$ cat src/rtl/mult_operand_sequencer.sv
// Operand feeder for an external sequential multiplier: buffers operand pairs in a
// small FIFO, issues one start pulse per pair, waits the multiply time, holds the product.
module mult_operand_sequencer #(
    parameter int unsigned WIDTH      = 8,
    parameter int unsigned FIFO_DEPTH = 4,
    parameter int unsigned MUL_CYCLES = 9
) (
    input  logic                 clk,
    input  logic                 rst,
    input  logic                 in_valid,
    output logic                 in_ready,
    input  logic [WIDTH-1:0]     in_a,
    input  logic [WIDTH-1:0]     in_b,
    output logic                 mul_start,
    output logic [WIDTH-1:0]     mul_a,
    output logic [WIDTH-1:0]     mul_b,
    input  logic [2*WIDTH-1:0]   mul_out,
    output logic                 res_valid,
    input  logic                 res_ready,
    output logic [2*WIDTH-1:0]   res_data,
    output logic                 busy
);

    localparam int unsigned PW = 2 * WIDTH;
    localparam int unsigned AW = $clog2(FIFO_DEPTH);
    localparam int unsigned CW = $clog2(FIFO_DEPTH) + 1;
    localparam int unsigned TW = (MUL_CYCLES > 1) ? $clog2(MUL_CYCLES) : 1;
    localparam logic [CW-1:0] FULL_CNT = CW'(FIFO_DEPTH);
    localparam logic [TW-1:0] CNT_LOAD = TW'(MUL_CYCLES - 1);

    typedef enum logic [1:0] {
        S_IDLE  = 2'd0,
        S_ISSUE = 2'd1,
        S_WAIT  = 2'd2,
        S_DONE  = 2'd3
    } state_t;

    // FIFO storage and bookkeeping
    logic [PW-1:0] r_mem [FIFO_DEPTH];
    logic [AW-1:0] r_wr_ptr;
    logic [AW-1:0] r_rd_ptr;
    logic [CW-1:0] r_count;
    logic [CW-1:0] w_count_nxt;
    logic          w_full;
    logic          w_empty;
    logic          w_push;
    logic          w_pop;
    logic [PW-1:0] w_head;

    // FSM and output registers
    state_t        r_state;
    state_t        w_state_nxt;
    logic [TW-1:0] r_cnt;
    logic [TW-1:0] w_cnt_nxt;
    logic          r_mul_start;
    logic          w_mul_start_nxt;
    logic [WIDTH-1:0] r_mul_a;
    logic [WIDTH-1:0] w_mul_a_nxt;
    logic [WIDTH-1:0] r_mul_b;
    logic [WIDTH-1:0] w_mul_b_nxt;
    logic          r_res_valid;
    logic          w_res_valid_nxt;
    logic [PW-1:0] r_res_data;
    logic [PW-1:0] w_res_data_nxt;
    logic          r_busy;
    logic          w_busy_nxt;

    assign w_full   = (r_count == FULL_CNT);
    assign w_empty  = (r_count == '0);
    // No bypass: a full FIFO refuses even in a popping cycle
    assign in_ready = !w_full && !rst;
    assign w_push   = in_valid && in_ready;
    assign w_head   = r_mem[r_rd_ptr];

    always_ff @(posedge clk) begin
        if (w_push) begin
            r_mem[r_wr_ptr] <= {in_a, in_b};
        end
    end

    always_ff @(posedge clk or posedge rst) begin
        if (rst) begin
            r_wr_ptr <= '0;
            r_rd_ptr <= '0;
            r_count  <= '0;
        end else begin
            if (w_push) begin
                r_wr_ptr <= r_wr_ptr + AW'(1);
            end
            if (w_pop) begin
                r_rd_ptr <= r_rd_ptr + AW'(1);
            end
            r_count <= w_count_nxt;
        end
    end

    always_comb begin
        w_count_nxt = r_count;
        case ({w_push, w_pop})
            2'b10:   w_count_nxt = r_count + CW'(1);
            2'b01:   w_count_nxt = r_count - CW'(1);
            default: w_count_nxt = r_count;
        endcase
    end

    // Next-state and output decode; a pending result blocks the next issue
    always_comb begin
        w_state_nxt     = r_state;
        w_cnt_nxt       = r_cnt;
        w_mul_start_nxt = 1'b0;
        w_mul_a_nxt     = r_mul_a;
        w_mul_b_nxt     = r_mul_b;
        w_res_valid_nxt = r_res_valid;
        w_res_data_nxt  = r_res_data;
        w_pop           = 1'b0;
        case (r_state)
            S_IDLE: begin
                if (!w_empty) begin
                    w_pop           = 1'b1;
                    w_mul_a_nxt     = w_head[PW-1:WIDTH];
                    w_mul_b_nxt     = w_head[WIDTH-1:0];
                    w_mul_start_nxt = 1'b1;
                    w_state_nxt     = S_ISSUE;
                end
            end
            S_ISSUE: begin
                w_cnt_nxt   = CNT_LOAD;
                w_state_nxt = S_WAIT;
            end
            S_WAIT: begin
                if (r_cnt == '0) begin
                    w_res_data_nxt  = mul_out;
                    w_res_valid_nxt = 1'b1;
                    w_state_nxt     = S_DONE;
                end else begin
                    w_cnt_nxt = r_cnt - TW'(1);
                end
            end
            S_DONE: begin
                if (res_ready) begin
                    w_res_valid_nxt = 1'b0;
                    w_state_nxt     = S_IDLE;
                end
            end
            default: begin
                w_state_nxt = S_IDLE;
            end
        endcase
        w_busy_nxt = (w_state_nxt != S_IDLE) || (w_count_nxt != '0);
    end

    always_ff @(posedge clk or posedge rst) begin
        if (rst) begin
            r_state     <= S_IDLE;
            r_cnt       <= '0;
            r_mul_start <= 1'b0;
            r_mul_a     <= '0;
            r_mul_b     <= '0;
            r_res_valid <= 1'b0;
            r_res_data  <= '0;
            r_busy      <= 1'b0;
        end else begin
            r_state     <= w_state_nxt;
            r_cnt       <= w_cnt_nxt;
            r_mul_start <= w_mul_start_nxt;
            r_mul_a     <= w_mul_a_nxt;
            r_mul_b     <= w_mul_b_nxt;
            r_res_valid <= w_res_valid_nxt;
            r_res_data  <= w_res_data_nxt;
            r_busy      <= w_busy_nxt;
        end
    end

    assign mul_start = r_mul_start;
    assign mul_a     = r_mul_a;
    assign mul_b     = r_mul_b;
    assign res_valid = r_res_valid;
    assign res_data  = r_res_data;
    assign busy      = r_busy;

endmodule

$ cat config.mk
export PLATFORM = sky130hd
export DESIGN_NAME = mult_operand_sequencer
export DESIGN_NICKNAME = d
export VERILOG_FILES = /design/src/rtl/mult_operand_sequencer.sv
export SDC_FILE = /design/constraint.sdc
export NUM_CORES = 1
export LEC_CHECK = 0
export BUFFER_PORTS_ARGS = -buffer_cell sky130_fd_sc_hd__buf_2
export CAP_MARGIN = 0
export CORE_AREA = 4 4 104 106
export DETAILED_ROUTE_END_ITERATION = 7
export DIE_AREA = 0 0 108 110
export HOLD_SLACK_MARGIN = 0.08
export PLACE_DENSITY = 0.66
export SLEW_MARGIN = 20
export SYNTH_ARGS = -nofsm -noshare
export SYNTH_HDL_FRONTEND = slang
export SYNTH_SLANG_ARGS = --single-unit
$ cat constraint.sdc
create_clock -name clk -period 6.1 [get_ports clk]
set_clock_uncertainty 0.2 [all_clocks]
set_input_delay 0.61 -clock clk [delete_from_list [all_inputs] [get_ports clk]]
set_output_delay 0.61 -clock clk [all_outputs]
set_load 0.005 [all_outputs]
; Word level (Yosys, flattened, before mapping)
; Memory sizes are Yosys's and may differ from the RTL's. A register that Yosys moved wholly into a read port is not among the register bits.
; Cells that the tools add are included.
[totals]
register_bits = 32
ramBits = 64
input_bits = 36
output_inout_bits = 36
word_cells = 55
memories = 1
[memory_table]
columns = name, words, word_bits, rd, rd_ports_with_merged_regs, write_ports, line
row1 = r_mem, 4, 16, 1, 1, 1, 39  ; logic [PW-1:0] r_mem [FIFO_DEPTH];
[classes]
add_sub_neg = 5
eq_ne = 9
mux = 14
bitwise = 1
reduce_logical = 16
[op_table]
columns = op, n
row1 = 2-bit case mux with 4 select lines, 1
row2 = 4-bit case mux with 2 select lines, 1
row3 = "2-bit == test, second input constant", 3
row4 = 1-bit 2-to-1 mux, 6
row5 = 2-bit 2-to-1 mux, 3
row6 = "2-bit inequality test, second input constant", 3
row7 = 3-bit case mux with 2 select lines, 1
row8 = 2-bit AND reduction, 3
row9 = 2-bit nonzero test, 3
row10 = "2-bit by 1-bit adder with 2-bit output, second input constant", 2
row11 = "2-bit by 1-bit == test with 1-bit output, second input constant", 2
row12 = 4-bit logical NOT, 1
row13 = 4-bit 2-to-1 mux, 1
row14 = "4-bit by 1-bit subtractor with 4-bit output, second input constant", 1
row15 = "3-bit by 1-bit adder with 3-bit output, second input constant", 1
row16 = "3-bit == test, second input constant", 1
row17 = 3-bit logical NOT, 1
row18 = 3-bit AND reduction, 1
row19 = 3-bit nonzero test, 1
row20 = "3-bit by 1-bit subtractor with 3-bit output, second input constant", 1
row21 = 1-bit logical AND, 2
row22 = 1-bit logical NOT, 2
row23 = 2-bit logical NOT, 1
row24 = 1-bit case mux with 2 select lines, 1
row25 = other kinds (2), 2

; Longest topological paths before layout
; Gate-level depths: netlist of run 1.
[logic_depth]
word_depth = 8
mapped_depth = 9
ltp_nobuf = 8

; Worst setup path before layout of run 1
; OpenSTA, ideal clock, no wires.
[synth_timing]
path_kind = register to register
start = register r_count[1]
end = register r_busy (netlist: busy)
setup_time_ps = 137
arrival_time_ps = 2341
slack_ps = 3423
stages_incl_launch_ff = 10
n_path_buf = 1
synth_period_minus_slack_ps = 2677
path_cell_list = dfrtp_1 > or3_1 > nand2_2 > buf_6 > inv_1 > ha_1 > fa_1 > mux2_2 > a211oi_1 > nand4_1
[synth_between]
word_cells_on_any_way = 17
[synth_rtl]
columns = item, line
row1 = start: declaration, 42  ; logic [CW-1:0] r_count;
row2 = start signal: assignment, 93  ; r_count <= w_count_nxt;
row3 = 3-bit logical NOT *, 69  ; assign w_empty = (r_count == '0);
row4 = 1-bit 2-to-1 mux * (2 in a row), --
row5 = net w_mul_start_nxt, 56  ; logic w_mul_start_nxt;
row6 = 2-bit by 1-bit == test with 1-bit output / 2-bit == test (equally long branches), 99  ; case ({w_push, w_pop})
row7 = 3-bit case mux with 2 select lines *, 99
row8 = net w_count_nxt[1], 43  ; logic [CW-1:0] w_count_nxt;
row9 = 3-bit nonzero test *, 149  ; w_busy_nxt = (w_state_nxt != S_IDLE) || (w_count_nxt != '0);
row10 = 1-bit logical OR *, 149
row11 = net w_busy_nxt, 66  ; logic w_busy_nxt;
row12 = end signal: assignment, 170  ; r_busy <= w_busy_nxt;
row13 = end: declaration, 65  ; logic r_busy;
; Mark *: on every way through the listed nets, which the timed path passes. The rest lies on a longest branch.
; A chain may end at the register's enable or synchronous reset.

; Worst setup path after layout of run 1
; Ends and elaborated chain as after synthesis.

==> results.toml, run 1 <==
[global_routing]
antenna_found_initial = 0
grt_pass1_wl_mm = 12.0
grt_overflow = 0
grt_usage_pct = 13.5
grt_pass1_vias = 2302
grt_start_max_net_pins = 49

[clock_tree]
cts_max_path_buffers = 2
post_cts_buffers = 0
cts_resized = 0
cts.sinks = 112
ctsHoldBuffers = 0
cts_tree = "yes"
insertion_delay_ps = 360
clkTransAtPathRegs_ps = 100
cts_max_level = 3
cts_buffers = 9
cts-root-buf = "clkbuf_8"

[timing]
final.setup.worst_slack_ps = 3130
final-hold-violation-count = 0
finalCritPeriodShare_pct = 48.7
slew_violations = 0
final.setup.tns_ps = 0
rsz0062_at_grt = "false"
fmax_ghz = 0.336
period_needed_ps = 2970
finalSetupViolCount = 0
timing.hold.ws_ps = 210
slew_headroom_pct = 38.0
tightestPinTransition_ps = 930

[yosys]
synthArstFlopShare_pct = 42.9
seq_area_frac_synth_pct = 70.9
syn_area_sq_um = 4400
synth_area_per_cell_sq_um = 18.9
synthTopCellsByArea = "edfxtp_1 44%, dfrtp_1 27%, mux2_2 8.7%, mux4_1 4.8%, mux4_2 4.1%"
synth_nets = 277
synthCells = 233
yosysUniqueCellTypes = 35
yosys_most_used_dff = "edfxtp_1"
synth_top_area_share_pct = 43.6
ys_top_cells_by_count = "64 x edfxtp_1, 48 x dfrtp_1, 34 x mux2_2"
synth_edf_count = 64
synth.largest_area_cell = "edfxtp_1"
yosysMostFrequentCell = "edfxtp_1"
ys_ff_latch = 112
synth.yosys.warnings = 0

[place]
post-dp-hpwl_mm = 4.91
gp_routability_congestion = 0.708
place_ws_ps = 3110
port_buffers = 71

[route]
postRouteAntennaNets = 0
vias = 2209
drt-pass1-iter-count = 4
routed_wl_mm = 7.50
drtIter0Drc = 91
wire_per_inst_um = 16.8
via_per_inst = 4.95
route.detailed.drc = 0

[power]
p_clk_share_pct = 18.8
peakVddDrop_v = 0.000228
p_total_w = 0.00226
comb_power_share_pct = 29.2
internal-power_w = 0.00158
p_leak_nw = 2.00
power.density_nw_per_um2 = 446
seq_power_share_pct = 52.0
netSwitchingFraction_pct = 29.8
switchingPower_w = 0.000673

[worst_hold_path]
worstHoldPathType = "in -> async"

[run_status]
status = "finished, final reports clean"

[floorplan]
core_area_sq_um = 9770
die_h_um = 110
die_area_sq_um = 11900
io_pins = 72
dieWidth_um = 108
start_util_pct = 45.1
rows = 36

[worst_setup_path]
cp.arrival_ps = 3010
critPathLaunchType = "flop"
r2r_cells = 8
cp_data_required_time_ps = 6140
worstPathMaxFanout = 18
end_kind = "flop"
critical_path_class = "reg -> reg"
r2r_setup_slack_ps = 3130

[layout]
area_delta_synth_final_pct = 14.8
drive_gt1_share_pct = 42.8
num_antenna_cells = 0
final_nets = 352

[flow_run]
maxCapViolations = 0
## worst max-delay path: stages, from the launching register on
cell      delay, ps
dfrtp_1         450
or3_1           420
nand2_2         400
inv_1           120
ha_1            240
fa_1            450
mux2_2          290
a211oi_1        170
nand4_1         110
## power by group through the flow
stage / clock [W] / combinational [W] / sequential [W]
4_1_cts: 0.000437 / 0.000679 / 0.00118
3_5_place_dp: 0 / 0.000677 / 0.00119
3_3_place_gp: 0 / 0.000653 / 0.00119
2_1_floorplan: 0 / 0.000506 / 0.00113
6_report: 0.000423 / 0.000660 / 0.00117
5_1_grt: 0.000464 / 0.000738 / 0.00121
## kinds of logic (layout without fill, tap and decap cells)
group	count (synthesis)	after routing	synth area share, %
and+or+nand+nor	32	32	4.21
buffers and inverters	16	96	2.16
AOI/OAI and AO/OA	8	8	1.28
xor gates and xnor gates	5	5	0.994
adders and majority gates	8	8	2.44
DFF	112	112	70.9
muxes	52	52	18.0
## path summary, 6_finish.rpt
check / from / end
max in group asynchronous: rst / r_rd_ptr[0]
max: r_count[1] / busy
max reg2reg: r_count[1] / busy
min in group clk: in_b[7] / r_mem[1][7]
min reg2reg: res_valid / res_valid
min: rst / mul_a[3]
## per-stage QoR
stage,instance area [sq um],utilization (%),instances
floorplan,4400,-,233
global placement,4860,49.8,430
detailed placement,4860,49.8,430
CTS,5050,51.7,446
global route,5050,51.7,446
finish,5050,51.7,446
## layer usage
metal,GRT usage [%],part of all wire (%)
met5,0,0
met4,3.52,1.1
met3,3.67,5.9
met2,22.5,48
met1,17.7,45
## cells in the final DEF (no fill, tap or decap), types with 2 or more instances in the layout
master       n
dfrtp_1     47
mux4_2       8
or3_1        2
ha_1         7
inv_1        8
mux2i_1      2
nand3_1      4
o21ai_0      3
clkinvlp_4   2
buf_2       71
nand2_1      6
nand2b_1     2
nor2_1       3
mux2_2      34
xnor2_1      5
clkinv_2     2
edfxtp_1    64
mux4_1       8
and2_1       6
clkbuf_8     9
clkinvlp_2   2
## flip-flops by register name, indices dropped and copies added (netlist names)
| signal | flops |
|---|---|
| busy | 1 |
| mul_a | 8 |
| mul_b | 8 |
| mul_start | 1 |
| r_cnt | 4 |
| r_count | 3 |
| r_mem | 64 |
| r_rd_ptr | 2 |
| r_state | 2 |
| r_wr_ptr | 2 |
| res_data | 16 |
| res_valid | 1 |
## cell type report
cell class,instances,area [sq um]
multi-input combinational,105,1190
clock buffer,10,128
sequential,112,3120
fill,814,4720
clock inverter,6,60.1
tap,133,166
inverter,9,35.0
timing repair buffer,71,355
Note: power is estimated with default switching activity, not from simulation.
==> inputs of run 2 (changes only) <==
ABC_AREA = 1   (was unset)
CORE_AREA = 4 4 106 108   (was 4 4 104 106)
DIE_AREA = 0 0 110 112   (was 0 0 108 110)
PLACE_DENSITY = 0.68   (was 0.66)
clock period = 2.4 ns   (was 6.1 ns; I/O delays follow)
==> run 2 against run 1 <==
Clock-buffer cell count grew 2. Die area grew 3.7%. Global-route usage grew 2.3 points. Register-to-register slack lost 2900 ps.
==> results.toml, run 2 <==
[run_status]
status = "finished, final reports clean"

[global_routing]
grt_usage_pct = 15.8
grt_overflow = 0
grt_start_max_net_pins = 49
antenna_found_initial = 0
grt_pass1_wl_mm = 14.9
grt_pass1_vias = 3121

[route]
drt-pass1-iter-count = 4
wire_per_inst_um = 13.7
drtIter0Drc = 169
route.detailed.drc = 0
routed_wl_mm = 9.11
via_per_inst = 4.66
postRouteAntennaNets = 0
vias = 3092

[layout]
layout.cells.non_filler = 664
num_antenna_cells = 0
drive_gt1_share_pct = 21.8
final_nets = 567
area_delta_synth_final_pct = 22.4
largest_reg_flops = 64
final_util_pct = 54.7
regMostFlops = "r_mem"
final_common_cell = "nand2_1"
layout_common_cells = "134 x nand2_1, 71 x buf_2, 64 x edfxtp_1, 56 x nand3_1, 48 x dfrtp_1"

[yosys]
syn_area_sq_um = 4570
synthAdderAreaFrac_pct = 2.35
synthTopCellsByArea = "edfxtp_1 42%, dfrtp_1 26%, nand2_1 11%, nand3_1 6.1%, inv_1 3.2%"
yosysMostFrequentCell = "nand2_1"
ys_top_cells_by_count = "134 x nand2_1, 64 x edfxtp_1, 56 x nand3_1"
synth_area_per_cell_sq_um = 11.1
ys_ff_latch = 112
synth.yosys.warnings = 0
synth_top_area_share_pct = 42.0
synthMuxAreaShare_pct = 0
synth_compound_area_share_pct = 3.58
synth-simple-area-share_pct = 19.2
synth_edf_count = 64
synthCells = 413
synth_nets = 457
yosysUniqueCellTypes = 24
synth-xor-area-share_pct = 0.574
yosys_most_used_dff = "edfxtp_1"
synth.largest_area_cell = "edfxtp_1"
synthArstFlopShare_pct = 42.9
seq_area_frac_synth_pct = 68.3
synth_top_family_by_area = "simple AND/OR/NAND/NOR gates"

[worst_hold_path]
worstHoldPathType = "reg -> reg"

[floorplan]
start_util_pct = 44.7
dieWidth_um = 110
rows = 37
io_pins = 72
die_area_sq_um = 12300
core_area_sq_um = 10200
die_h_um = 112

[worst_setup_path]
critPathLaunchType = "flop"
worstPathMaxFanout = 4
cp.arrival_ps = 2210
critical_path_class = "reg -> reg"
cp_data_required_time_ps = 2450
end_kind = "flop"

[timing]
final-hold-violation-count = 0
period_needed_ps = 2150
finalSetupViolCount = 0
finalCritPeriodShare_pct = 89.8
fmax_ghz = 0.464
slew_headroom_pct = 58.6
tightestPinTransition_ps = 621
slew_violations = 0
rsz0062_at_grt = "false"

[place]
port_buffers = 71
post-dp-hpwl_mm = 5.68
gp_routability_congestion = 0.735
placedCellCount = 613

[clock_tree]
cts_buffers = 9
cts_max_path_buffers = 2
insertion_delay_ps = 360
cts.sinks = 112
cts_max_level = 3
cts-root-buf = "clkbuf_8"
cts_tree = "yes"
cts_resized = 0
clkTransAtPathRegs_ps = 90

[power]
peakVddDrop_v = 0.000410
power.density_nw_per_um2 = 1080
p_leak_nw = 2.57

[flow_run]
maxCapViolations = 0
[run 2: changes by cell type in the layout (fill, tap and decap cells not counted), sizes merged, moves of 5 or more]
cell         change
buf              +9
nand3           +54
mux4            -16
nand2          +128
inv             +35
xnor2            -5
dlygate4sd3     +35
and2             -6
nor2             +8
mux2            -34
o21ai           +19
[run 2: timing repair]
| action | CTS | global route |
|---|---|---|
| hold endpoints to repair | 132 | 0 |
| hold buffers | 35 | 0 |
| endpoints found under the setup margin | 0 | 0 |
| setup buffers | 0 | 0 |
[run 2: critical path: stages (launching register included)]
cell     delay (ps)
dfrtp_1         430
nor2_1          180
nand2_1          90
nand2_2          80
inv_2            50
ha_4            160
fa_1            430
o21ai_1         190
nand3_1          90
nor2_1          100
nand2_1          50
[run 2: cells by family (layout without fill, tap and decap cells)]
| kind of cell | count (synthesis) | in the layout |
|---|---|---|
| AO/OA/AOI/OAI | 25 | 25 |
| XOR/XNOR | 3 | 3 |
| adder cells (fa/ha/maj) | 8 | 8 |
| buffers and inverters | 59 | 174 |
| flip-flops | 112 | 112 |
| AND/OR/NAND/NOR | 206 | 206 |
[run 2: layer usage]
| metal | share of wire (%) | vias up | global-route usage, % |
|---|---|---|---|
| met5 | 0 | - | 0 |
| met4 | 1.6 | 0 | 5.49 |
| met3 | 5.4 | 10 | 2.72 |
| met2 | 50 | 75 | 27.7 |
| met1 | 43 | 1441 | 19.3 |
| li1 | - | 1566 | - |
[run 2: stage by stage]
stage                     hold WS [ps]  instance area (sq um)  setup TNS, ps  setup WS, ps  power [W]
after global routing               298                   5600              0          33.3    0.00655
final                              281                   5600              0           246    0.00604
after detailed placement           254                   5080              0           250    0.00507
after global placement             253                   5080              0           307    0.00497
after floorplan                   85.8                   4600           -158          -158    0.00436
after CTS                          287                   5600              0           232    0.00611
[run 2: cell type report]
type	count	area (sq um)
Multi-Input combinational cell	242	1190
Clock inverter	4	28.8
Sequential cell	112	3120
Timing Repair Buffer	115	773
Clock buffer	12	145
Fill cell	862	4630
Tap cell	136	170
Inverter	43	165
[run 2: final timing paths]
check / startpoint / endpoint / slack [ps] / cells after the start
setup / recovery: r_count[0] / busy / 250 / 10
hold reg to reg: res_data[1] / res_data[1] / 280 / 2
min in group asynchronous: rst / r_wr_ptr[0] / 460 / 4
max in group asynchronous: rst / res_data[3] / 1120 / 4
hold / removal: res_data[1] / res_data[1] / 280 / 2
setup reg to reg: r_count[0] / busy / 250 / 10
[run 2: power breakdown]
part | switching [W] | total, W | internal [W]
combinational | 0.00138 | 0.00223 | 0.000847
sequential | 0.000253 | 0.00280 | 0.00255
clock | 0.000594 | 0.00100 | 0.000411
total | 0.00223 | 0.00604 | 0.00381
==> inputs of run 3 (changes only) <==
CORE_AREA = 2 2 104 106   (was 4 4 106 108)
DIE_AREA = 0 0 106 108   (was 0 0 110 112)
==> run 3 against run 2 <==
Non-clock buffer count did not move. Worst hold slack improved by 3.0 ps. Core utilization grew 0.12 points. Total power rose by 1.2%. Setup slack worse by 65 ps. Critical path depth is 1 lower. Sequential share of layout area fell by 0.12 points. Largest power group unchanged.
==> results.toml, run 3 (synthesis results as in run 2) <==
[run_status]
status = "finished, final reports clean"

[global_routing]
grt_pass1_wl_mm = 15.0
grt_start_max_net_pins = 49
grt_usage_pct = 16.9
antenna_found_initial = 0
grt_pass1_vias = 3234
grt_overflow = 0

[timing]
finalSetupViolCount = 0
slew_headroom_pct = 57.5
rsz0062_at_grt = "false"
fmax_ghz = 0.451
finalCritPeriodShare_pct = 92.5
tightestPinTransition_ps = 638
timing.hold.ws_ps = 284
final-hold-violation-count = 0
period_needed_ps = 2220
slew_violations = 0

[floorplan]
core_area_sq_um = 10200
io_pins = 72
rows = 37
die_area_sq_um = 11400
start_util_pct = 44.7
die_h_um = 108
dieWidth_um = 106

[power]
switchingPower_w = 0.00231
p_leak_nw = 2.57
netSwitchingFraction_pct = 37.8
comb_power_share_pct = 36.7
p_clk_share_pct = 17.4
peakVddDrop_v = 0.000504
seq_power_share_pct = 46.0
internal-power_w = 0.00380
power.density_nw_per_um2 = 1090

[worst_setup_path]
end_kind = "flop"
cp_data_required_time_ps = 2470
worstPathCellList = "nor2_1 > nand2_1 > nand3_4 > ha_4 > fa_1 > o21ai_1 > nand3_1 > nor2_1 > nand2_1"
slowest_stage = "dfrtp_1"
critical_path_class = "reg -> reg"
worst-path-buf-inv = 0
cp_slowest_stage_delay_ps = 430
cp.arrival_ps = 2290
worstPathMaxFanout = 8
critPathLaunchType = "flop"
cpLargestDelayFamily = "simple AND/OR/NAND/NOR gates"

[route]
route.detailed.drc = 0
routed_wl_mm = 8.93
drt-pass1-iter-count = 4
vias = 3157
drtIter0Drc = 234
wire_per_inst_um = 13.5
via_per_inst = 4.75
postRouteAntennaNets = 0

[layout]
layout_common_cells = "134 x nand2_1, 71 x buf_2, 64 x edfxtp_1, 56 x nand3_1, 48 x dfrtp_1"
num_antenna_cells = 0
regMostFlops = "r_mem"
final_common_cell = "nand2_1"
final_nets = 567
drive_gt1_share_pct = 22.0
design_area_sq_um = 5610
largest_reg_flops = 64
area_delta_synth_final_pct = 22.7
layout.cells.non_filler = 664

[place]
port_buffers = 71
placedCellCount = 613
gp_routability_congestion = 0.728
placed_area_sq_um = 5080
post-dp-hpwl_mm = 5.49

[clock_tree]
post_cts_buffers = 0
cts_max_path_buffers = 2
cts_max_level = 3
insertion_delay_ps = 370
cts_buffers = 9
clkTransAtPathRegs_ps = 110
cts.sinks = 112
cts-root-buf = "clkbuf_8"
cts_tree = "yes"

[flow_run]
maxCapViolations = 0

[worst_hold_path]
worstHoldPathType = "reg -> reg"
[run 3: changes by cell type in the layout (fill, tap and decap cells not counted)]
cell | previous run | this run
clkinvlp_4 | 1 | 2
clkinv_4 | 2 | 1
inv_6 | 0 | 1
inv_4 | 1 | 0
clkbuf_8 | 10 | 9
inv_8 | 0 | 3
clkinv_1 | 0 | 1
clkinv_2 | 1 | 0
clkbuf_1 | 2 | 0
[run 3: worst paths after layout]
| kind | from | cells past startpoint | endpoint | slack (ps) |
|---|---|---|---|---|
| max | r_count[1] | 9 | busy | 180 |
| min | res_data[15] | 2 | res_data[15] | 280 |
| max reg2reg | r_count[1] | 9 | busy | 180 |
| min reg2reg | res_data[15] | 2 | res_data[15] | 280 |
| max in group asynchronous | rst | 4 | res_data[9] | 1110 |
| min in group asynchronous | rst | 4 | r_count[2] | 450 |
[run 3: power by group through the flow]
stage | Clock, W | Combinational, W | Sequential, W
after global routing | 0.00116 | 0.00258 | 0.00287
after global placement | 0 | 0.00212 | 0.00283
final | 0.00106 | 0.00224 | 0.00281
after CTS | 0.00109 | 0.00226 | 0.00280
after floorplan | 0 | 0.00153 | 0.00284
after detailed placement | 0 | 0.00221 | 0.00284
[run 3: timing repair]
action                                  in CTS  in global routing
endpoints found under the hold margin      132                  0
gates resized for setup                      0                  0
endpoints found under the setup margin       0                  0
hold buffers                                35                  0
[run 3: metal layers]
| metal | GRT usage (%) | part of all wire, % | wire length [um] | vias up |
|---|---|---|---|---|
| li1 | - | - | - | 1571 |
| met1 | 20.0 | 43 | 3870 | 1475 |
| met2 | 30.6 | 50 | 4480 | 96 |
| met3 | 2.59 | 5.0 | 446 | 15 |
| met4 | 7.61 | 1.6 | 144 | 0 |
| met5 | 0 | 0 | 0 | - |
[run 3: stage by stage]
stage          setup WS (ps)  util, %  setup TNS, ps  power, W
2_1_floorplan           -158        -           -158   0.00436
3_3_place_gp             303     49.6              0   0.00494
3_5_place_dp             204     49.6              0   0.00505
4_1_cts                  182     54.9              0   0.00615
5_1_grt                 38.8     54.9              0   0.00661
6_report                 181     54.9              0   0.00611
[run 3: layout make-up]
type                            count  area, sq um
Multi-Input combinational cell    242         1190
Sequential cell                   112         3120
Clock buffer                        9          124
Fill cell                         864         4620
Clock inverter                      7         62.6
Timing Repair Buffer              115          773
Tap cell                          136          170
Inverter                           43          165
[run 3: worst min-delay path, stage by stage (launching register included)]
cell and delay (ps):
dfrtp_1 350, nand2_1 60, o21ai_2 50
